--- src/rtl/enc_defines.sv ---
`default_nettype none
// ---------------------------------------------------------------------------
// enc_defines : shared encoder-wide widths | rev 1.0
// ---------------------------------------------------------------------------
`ifndef ENC_DEFINES_SV
`define ENC_DEFINES_SV
`define MVD_WIDTH 8
`endif
`default_nettype wire

--- src/rtl/mvd_buf_rd_ctrl_pkg.sv ---
`default_nettype none
// ---------------------------------------------------------------------------
// mvd_buf_rd_ctrl_pkg : shared constants/helpers for the MVD read path | rev 1.0
// ---------------------------------------------------------------------------
package mvd_buf_rd_ctrl_pkg;

  // Slots covering the output FIFO plus the single read in flight.
  localparam int unsigned RD_CREDITS = 2;

  function automatic int unsigned sat_num(input int unsigned num, input int unsigned max_num);
    return ((num == 0) || (num > max_num)) ? max_num : num;
  endfunction

endpackage
`default_nettype wire

--- src/rtl/mvd_buf_rd_ctrl_fifo2.sv ---
`default_nettype none
// ---------------------------------------------------------------------------
// mvd_rd_fifo2 : 2-entry output FIFO carrying {idx, dat} | rev 1.0
// ---------------------------------------------------------------------------
module mvd_rd_fifo2 #(
  parameter int W = 8
) (
  input  logic         clk,
  input  logic         rstn,
  input  logic         wr_i,
  input  logic [W-1:0] wdat_i,
  input  logic         rd_i,
  output logic [W-1:0] rdat_o,
  output logic [1:0]   cnt_o
);

  logic [W-1:0] mem0_q, mem0_d, mem1_q, mem1_d;
  logic         wptr_q, wptr_d, rptr_q, rptr_d;
  logic [1:0]   cnt_q, cnt_d;
  logic         do_wr, do_rd;

  always_comb begin
    do_rd  = rd_i && (cnt_q != 2'd0);
    do_wr  = wr_i && ((cnt_q != 2'd2) || do_rd);
    mem0_d = mem0_q;
    mem1_d = mem1_q;
    wptr_d = wptr_q;
    rptr_d = rptr_q;
    cnt_d  = cnt_q;
    if (do_wr) begin
      if (wptr_q) mem1_d = wdat_i;
      else        mem0_d = wdat_i;
      wptr_d = ~wptr_q;
    end
    if (do_rd) rptr_d = ~rptr_q;
    case ({do_wr, do_rd})
      2'b10:   cnt_d = cnt_q + 2'd1;
      2'b01:   cnt_d = cnt_q - 2'd1;
      default: cnt_d = cnt_q;
    endcase
  end

  always_ff @(posedge clk or negedge rstn) begin
    if (!rstn) begin
      mem0_q <= '0;
      mem1_q <= '0;
      wptr_q <= 1'b0;
      rptr_q <= 1'b0;
      cnt_q  <= 2'd0;
    end else begin
      mem0_q <= mem0_d;
      mem1_q <= mem1_d;
      wptr_q <= wptr_d;
      rptr_q <= rptr_d;
      cnt_q  <= cnt_d;
    end
  end

  // Head slot only moves on a pop, so the output holds while stalled.
  assign rdat_o = rptr_q ? mem1_q : mem0_q;
  assign cnt_o  = cnt_q;

endmodule
`default_nettype wire

--- src/rtl/mvd_buf_rd_ctrl.sv ---
`include "enc_defines.sv"
`default_nettype none
// ---------------------------------------------------------------------------
// mvd_buf_rd_ctrl : fetches one LCU's MVD buffer (rd_2 port) into a 2-deep
// output stream; optional MVD_RD_SKIP_INVALID_EN drops MSB=0 entries | rev 1.0
// ---------------------------------------------------------------------------
module mvd_buf_rd_ctrl
  import mvd_buf_rd_ctrl_pkg::*;
#(
  parameter int ADR_WIDTH = 6,
  parameter int DAT_WIDTH = 2*`MVD_WIDTH+1
) (
  input  logic                 clk,
  input  logic                 rstn,
  input  logic                 start_i,
  input  logic [ADR_WIDTH:0]   num_i,
  output logic                 rd_ena_o,
  output logic [ADR_WIDTH-1:0] rd_adr_o,
  input  logic [DAT_WIDTH-1:0] rd_dat_i,
  output logic                 val_o,
  input  logic                 rdy_i,
  output logic [DAT_WIDTH-1:0] dat_o,
  output logic [ADR_WIDTH-1:0] idx_o,
  output logic                 busy_o,
  output logic                 done_o
);

  localparam logic [1:0] ST_IDLE  = 2'd0;
  localparam logic [1:0] ST_READ  = 2'd1;
  localparam logic [1:0] ST_DRAIN = 2'd2;

  localparam int unsigned MAX_NUM = 1 << ADR_WIDTH;
  localparam int          FW      = ADR_WIDTH + DAT_WIDTH;

  logic [1:0]           state_q, state_d;
  logic [ADR_WIDTH-1:0] adr_q, adr_d;
  logic [ADR_WIDTH-1:0] last_q, last_d;
  logic [ADR_WIDTH-1:0] fly_adr_q, fly_adr_d;
  logic                 fly_q, fly_d;
  logic                 busy_q, busy_d;
  logic                 done_q, done_d;

  logic                 rd_ena;
  logic [ADR_WIDTH-1:0] rd_adr;
  logic [ADR_WIDTH-1:0] num_last;
  logic                 push, pop;
  logic [1:0]           occ;
  logic [2:0]           pend, occ_next;
  logic                 credit_ok;
  logic [FW-1:0]        fifo_rdat;

  assign num_last = ADR_WIDTH'(sat_num(32'(num_i), MAX_NUM) - 32'd1);

`ifdef MVD_RD_SKIP_INVALID_EN
  assign push = fly_q && rd_dat_i[DAT_WIDTH-1];
`else
  assign push = fly_q;
`endif

  assign val_o = (occ != 2'd0);
  assign pop   = val_o && rdy_i;

  // Credit is judged after this cycle's pop so a steady stream is not throttled.
  assign pend      = {1'b0, occ} + {2'b0, fly_q} - {2'b0, pop};
  assign credit_ok = (pend < 3'(RD_CREDITS));
  assign occ_next  = {1'b0, occ} - {2'b0, pop} + {2'b0, push};

  always_comb begin
    state_d = state_q;
    adr_d   = adr_q;
    last_d  = last_q;
    busy_d  = busy_q;
    done_d  = 1'b0;
    rd_ena  = 1'b0;
    rd_adr  = '0;
    if (done_q) busy_d = 1'b0;
    case (state_q)
      ST_IDLE: begin
        // Address 0 is issued in the start cycle itself.
        if (start_i && rstn) begin
          rd_ena  = 1'b1;
          last_d  = num_last;
          busy_d  = 1'b1;
          adr_d   = (num_last == '0) ? '0 : ADR_WIDTH'(1);
          state_d = (num_last == '0) ? ST_DRAIN : ST_READ;
        end
      end
      ST_READ: begin
        rd_adr = adr_q;
        if (credit_ok) begin
          rd_ena = 1'b1;
          if (adr_q == last_q) state_d = ST_DRAIN;
          else                 adr_d   = adr_q + 1'b1;
        end
      end
      ST_DRAIN: begin
        if (occ_next == 3'd0) begin
          state_d = ST_IDLE;
          adr_d   = '0;
          done_d  = 1'b1;
        end
      end
      default: state_d = ST_IDLE;
    endcase
    fly_d     = rd_ena;
    fly_adr_d = rd_adr;
  end

  always_ff @(posedge clk or negedge rstn) begin
    if (!rstn) begin
      state_q   <= ST_IDLE;
      adr_q     <= '0;
      last_q    <= '0;
      fly_adr_q <= '0;
      fly_q     <= 1'b0;
      busy_q    <= 1'b0;
      done_q    <= 1'b0;
    end else begin
      state_q   <= state_d;
      adr_q     <= adr_d;
      last_q    <= last_d;
      fly_adr_q <= fly_adr_d;
      fly_q     <= fly_d;
      busy_q    <= busy_d;
      done_q    <= done_d;
    end
  end

  mvd_rd_fifo2 #(
    .W (FW)
  ) u_fifo (
    .clk    (clk),
    .rstn   (rstn),
    .wr_i   (push),
    .wdat_i ({fly_adr_q, rd_dat_i}),
    .rd_i   (pop),
    .rdat_o (fifo_rdat),
    .cnt_o  (occ)
  );

  assign rd_ena_o = rd_ena;
  assign rd_adr_o = rd_adr;
  assign dat_o    = fifo_rdat[DAT_WIDTH-1:0];
  assign idx_o    = fifo_rdat[FW-1:DAT_WIDTH];
  assign busy_o   = busy_q;
  assign done_o   = done_q;

endmodule
`default_nettype wire

--- config.mk ---
export PLATFORM = sky130hd
export DESIGN_NAME = mvd_buf_rd_ctrl
export DESIGN_NICKNAME = d
export VERILOG_FILES = /design/src/rtl/mvd_buf_rd_ctrl_pkg.sv /design/src/rtl/mvd_buf_rd_ctrl_fifo2.sv /design/src/rtl/mvd_buf_rd_ctrl.sv
export VERILOG_INCLUDE_DIRS = /design/src /design/src/rtl
export SDC_FILE = /design/constraint.sdc
export NUM_CORES = 1
export LEC_CHECK = 0
export CAP_MARGIN = 5
export CORE_MARGIN = 2
export CORE_UTILIZATION = 48
export DETAILED_ROUTE_END_ITERATION = 8
export PLACE_DENSITY = 0.86
export SLEW_MARGIN = 20
export SYNTH_ARGS = -nofsm -noshare
export SYNTH_HDL_FRONTEND = slang
export SYNTH_HIERARCHICAL = 1
export SYNTH_SLANG_ARGS = --single-unit
--- constraint.sdc ---
create_clock -name clk -period 3 [get_ports clk]
set_clock_uncertainty 0.2 [all_clocks]
set_input_delay 0.75 -clock clk [delete_from_list [all_inputs] [get_ports clk]]
set_output_delay 0.75 -clock clk [all_outputs]
set_load 0.005 [all_outputs]
Yosys cells after proc, flatten, opt, wreduce, memory -nomap -nowiden. Index checks and enable logic that the tools add are counted. W data, S select, Z words.

$add $sub $neg: 8. Multiplexer cells: 24. Equality and inequality tests: 11. Bitwise operators: 2. Order comparisons: 2. Reductions and logical operators: 18.

Operator list (count): $mux W6 (6); $mux W23 (1); $pmux W6 S3 (1); $ne A2 B2 Y1 const B (6); $mux W2 (5); $mux W1 (8); $gt A7 B7 Y1 const B (1); $logic_not A7 Y1 (1); $add A6 B1 Y6 const B (1); $eq A6 B6 Y1 (1); $logic_not A6 Y1 (1); $pmux W2 S3 (1); $reduce_and A2 Y1 (3); $sub A6 B1 Y6 const B (1); $reduce_and A5 Y1 (1); $eq A2 B1 Y1 const B (2); $eq A2 B2 Y1 const B (2); $logic_and A1 B1 Y1 (4); $pmux W2 S2 (1); $reduce_and A4 Y1 (1); $reduce_bool A2 Y1 (2); $add A2 B1 Y3 (1); $add A3 B1 Y3 (1); $logic_not A3 Y1 (1); 10 further kinds (12).

Logic and storage cells: 77. Output and inout port bits: 33. Bits of input ports: 28. Flip-flop bits (word level): 73.

Logic depth before layout (Yosys ltp).
Word-level depth: 8. Mapped depth: 13. Depth with buffers taken out: 12.

By module. Netlist, hierarchy kept.

By module, submodules not included: mvd_rd_fifo2 (cells each 171, sequential area each 1251.2 µm², area each 2255.9 µm², instances 1); mvd_buf_rd_ctrl (cells each 143, sequential area each 575.6 µm², area each 1382.6 µm², instances 1).

Least setup slack after synthesis. Ideal clock, no wire load.

Path kind: in2out. Start point: in rdy_i. End point: out rd_ena_o. Setup slack: -0.210 ns. Path buffers: 0. Arrival time: 2.260 ns. Required time: 2.050 ns. Stages: 9. Cell sequence: and2_1 > ha_1 > inv_1 > ha_1 > fa_1 > xnor2_1 > nor2_1 > nand2_1 > nand2_1.

Cells in the longest elaborated chain, start to end: 5.

Ends and longest elaborated chain: start: declaration (RTL line mvd_buf_rd_ctrl.sv:21) `input logic rdy_i,`; $logic_and A1 B1 Y1 (RTL line mvd_buf_rd_ctrl.sv:61) `assign pop = val_o && rdy_i;`; $sub A3 B1 Y3 (RTL line mvd_buf_rd_ctrl.sv:64) `assign pend = {1'b0, occ} + {2'b0, fly_q} - {2'b0, pop};`; $lt A3 B2 Y1 (RTL line mvd_buf_rd_ctrl.sv:65) `assign credit_ok = (pend < 3'(RD_CREDITS));`; $mux W1 (RTL line mvd_buf_rd_ctrl.sv:90) `if (credit_ok) begin`; $pmux W1 S2 (RTL line mvd_buf_rd_ctrl.sv:77) `case (state_q)`; end: declaration (RTL line mvd_buf_rd_ctrl.sv:17) `output logic rd_ena_o,`.

No other way between the ends.

Worst setup path in the final report.
Start point: reg u_fifo.cnt_q[0], in the netlist u_fifo/cnt_o[0]. End point: out rd_ena_o.

Cells in the longest elaborated chain, start to end: 6. Elaborated cells on any way between the ends: 7. Classes of those cells: add/sub (2); order compare (1); mux (2); reduce/logical (2).

Ends and longest elaborated chain: start: declaration (RTL line mvd_buf_rd_ctrl_fifo2.sv:19) `logic [1:0] cnt_q, cnt_d;`; start signal: assignment (RTL line mvd_buf_rd_ctrl_fifo2.sv:55) `cnt_q <= cnt_d;`; $reduce_bool A2 Y1 (RTL line mvd_buf_rd_ctrl.sv:60) `assign val_o = (occ != 2'd0);`; $logic_and A1 B1 Y1 (RTL line mvd_buf_rd_ctrl.sv:61); named net pop (RTL line mvd_buf_rd_ctrl.sv:46) `logic push, pop;`; $sub A3 B1 Y3 (RTL line mvd_buf_rd_ctrl.sv:64); $lt A3 B2 Y1 (RTL line mvd_buf_rd_ctrl.sv:65); $mux W1 (RTL line mvd_buf_rd_ctrl.sv:90); $pmux W1 S2 (RTL line mvd_buf_rd_ctrl.sv:77).

The timed path passes the listed nets, and every way through them passes these cells.

==> metrics <==
Worst EP arrival=2.33 ns; drt total wl=8560 um; HP Class=flop to flop; cell with the most instances after synthesis=dfrtp_1; endpoint class of the critical path=output port; P per Cell Area=1020 nW/um^2; Pre-antenna DRT Iters=4; Design Power=0.00483 W; ant diodes=0; Fin. Hold Viols=0; Wirelength per Cell=17.0 um; Fin Setup TNS=-0.277 ns; IO Pins=61; nets=436; die footprint=8290 um^2; Worst EP required=2.05 ns; H-tree depth=3; initial core utilization=49.9%; detailed-route via count=2800; top_reg_cell synth=dfrtp_1; Crit Path Category=flop to output port; Slowest Stage Delay on Critical Path=0.53 ns; FFs w/ async S/R, synth=100%; CORE AREA=7290 um^2; flop and latch count out of synthesis=73; status=finished, violations left; Die Height=91.1 um; final slew viol count=0; Vias/cell=5.57; Mapped Area=3640 um^2; global-route wire length before repair=14300 um; # port buffers=60; Root Driver=clkbuf_8; Tot GR Track Use=21.7%; Worst VDD drop=344 uV; Max clock buf depth=2; initial antenna violation count=0; CTS tree=yes; Startpoint Class=flop; Least-Margin Pin Slew=0.892 ns; Post-synth top cells=dfrtp_1 (73), nand2_1 (41), o2bb2ai_1 (37); total leakage power=2.10 nW; number of fill cells=572; clock latency at the later pin of the worst-skew pair=0.35 ns; post-detail-place hpwl=5610 um; footprint of the multi-input gates=1690 um^2; worst slack at placement=-0.958 ns; Top delay family on crit path=adder cells; distinct cell type count after synthesis=54; Site Rows=31; sequential-to-total area share from yosys stat=50.2%; MaxCap Viol Count=0; Synth area leaders=dfrtp_1 (50%), mux2_2 (9.9%), o2bb2ai_1 (8.9%); post-route ant nets=0; RSZ-0062 raised after global routing=true; register area=1830 um^2; number of remaining DRC errors=0; # setup viols final=1; Overflow after GRT=0; Fmax achieved=0.305 GHz; Buf+Inv Stages, Crit Path=3; Syn Nets=350; relative slew slack=40.5%; final worst path period share=109%; failing checks=negative setup slack; fin worst setup slack=-0.277 ns; Final GP Congestion=0.825; CTS Buf Count=9; Yosys warnings=6; crit path max-delay cell type=fa_2; syn_area_per_cell=11.6 um^2; CP Cell Sequence=inv_2, nand2_2, and2_4, ha_4, inv_4, ha_4, fa_2, nor2_1, nand2_1, nand2_1, buf_2; synthesized instance count=314; Period minus WS final=3.28 ns; clock-pin slew of the registers on the worst-case setup and hold paths=0.09 ns; share of layout cells above drive strength 1=26.7%; clk sinks=73; die width=91.1 um; Synth area leader=dfrtp_1; EDFF count, synth=0; Post-CTS Hold Buffers=0; drt first-iter violations=147; largest net degree at the start of global routing=75; critical path peak fanout=2; share of the synthesized area in the top cell type=50.2%; vias in the first global route=2973; area added between synthesis and finish=30.5%
## stage by stage
step | hold WS, ns | instance area, um^2 | util [%] | cells
final | 0.269 | 4750 | 65.1 | 503
after global routing | 0.292 | 4750 | 65.1 | 503
after CTS | 0.271 | 4700 | 64.4 | 502
after detailed placement | 0.268 | 4430 | 60.8 | 476
after global placement | 0.255 | 4430 | 60.8 | 476
after floorplan | 0.248 | 3670 | - | 314
## where the power goes
group	switching, W	internal (W)	total, W
combinational	0.00111	0.00145	0.00256
clock	0.000361	0.000340	0.000701
sequential	0.000232	0.00134	0.00157
total	0.00171	0.00313	0.00483
## logic make-up after synthesis
group                      count (synthesis)  share of synthesized area (%)
AOI/OAI and AO/OA                         70                           16.1
and+or+nand+nor                           84                           12.6
muxes                                     33                           10.2
xor gates and xnor gates                  12                           2.89
adders and majority gates                  8                           2.96
buffers and inverters                     34                           5.09
DFF                                       73                           50.2
## cells in the final DEF (no fill, tap or decap), drive strengths merged, types with 2 or more instances in the layout
master	instances
xor2	2
nand3	6
a21oi	5
o2bb2ai	38
o31ai	3
o21ai	7
nand3b	2
ha	7
xnor2	10
nand2	41
clkinv	2
nand4	4
a311o	3
buf	37
clkinvlp	2
clkdlybuf4s50	56
mux2	32
inv	16
a31oi	3
dfrtp	73
clkbuf	11
and2	7
nor2	7
nand2b	4
nor3	4
## worst paths after layout
| path | startpoint | endpoint | slack (ns) | cells after the start |
|---|---|---|---|---|
| max in group asynchronous | rstn | u_fifo/mem0_q[6] | 1.57 | 2 |
| setup reg to reg | u_fifo/cnt_o[0] | state_q[0] | 0.03 | 13 |
| min in group asynchronous | rstn | u_fifo/cnt_o[1] | 0.46 | 2 |
| hold reg to reg | done_o | busy_o | 0.27 | 1 |
| hold / removal | done_o | busy_o | 0.27 | 1 |
| setup / recovery | u_fifo/cnt_o[0] | rd_ena_o | -0.28 | 11 |
## area by class of cell
class,count,share of cell area [%]
clock buffers,11,3.19
flip-flops and latches,73,38.5
multi-input cells,207,35.5
well taps,99,2.61
repair buffers,93,18.3
inverters,16,1.32
clock inverters,4,0.606
## routing by layer
layer	track usage (%)	vias to the layer above	part of all wire [%]
met5	0	-	0
met4	8.08	0	1.4
met3	4.15	11	4.7
met2	36.4	91	52
met1	28.0	1395	42
li1	-	1303	-
## flip-flops by register name, indices dropped and copies added, names as in the netlist
signal	flops
u_fifo/wptr_q	1
u_fifo/rptr_q	1
u_fifo/cnt_o	2
adr_q	6
u_fifo/mem0_q	23
done_o	1
fly_adr_q	6
fly_q	1
state_q	2
u_fifo/mem1_q	23
last_q	6
busy_o	1
## timing repair
action,in CTS,in global routing
resized for setup,12,13
endpoints found under the setup margin,15,16
pin swaps,7,4
setup buffers,11,6
Power figures use the tool's default switching activity.
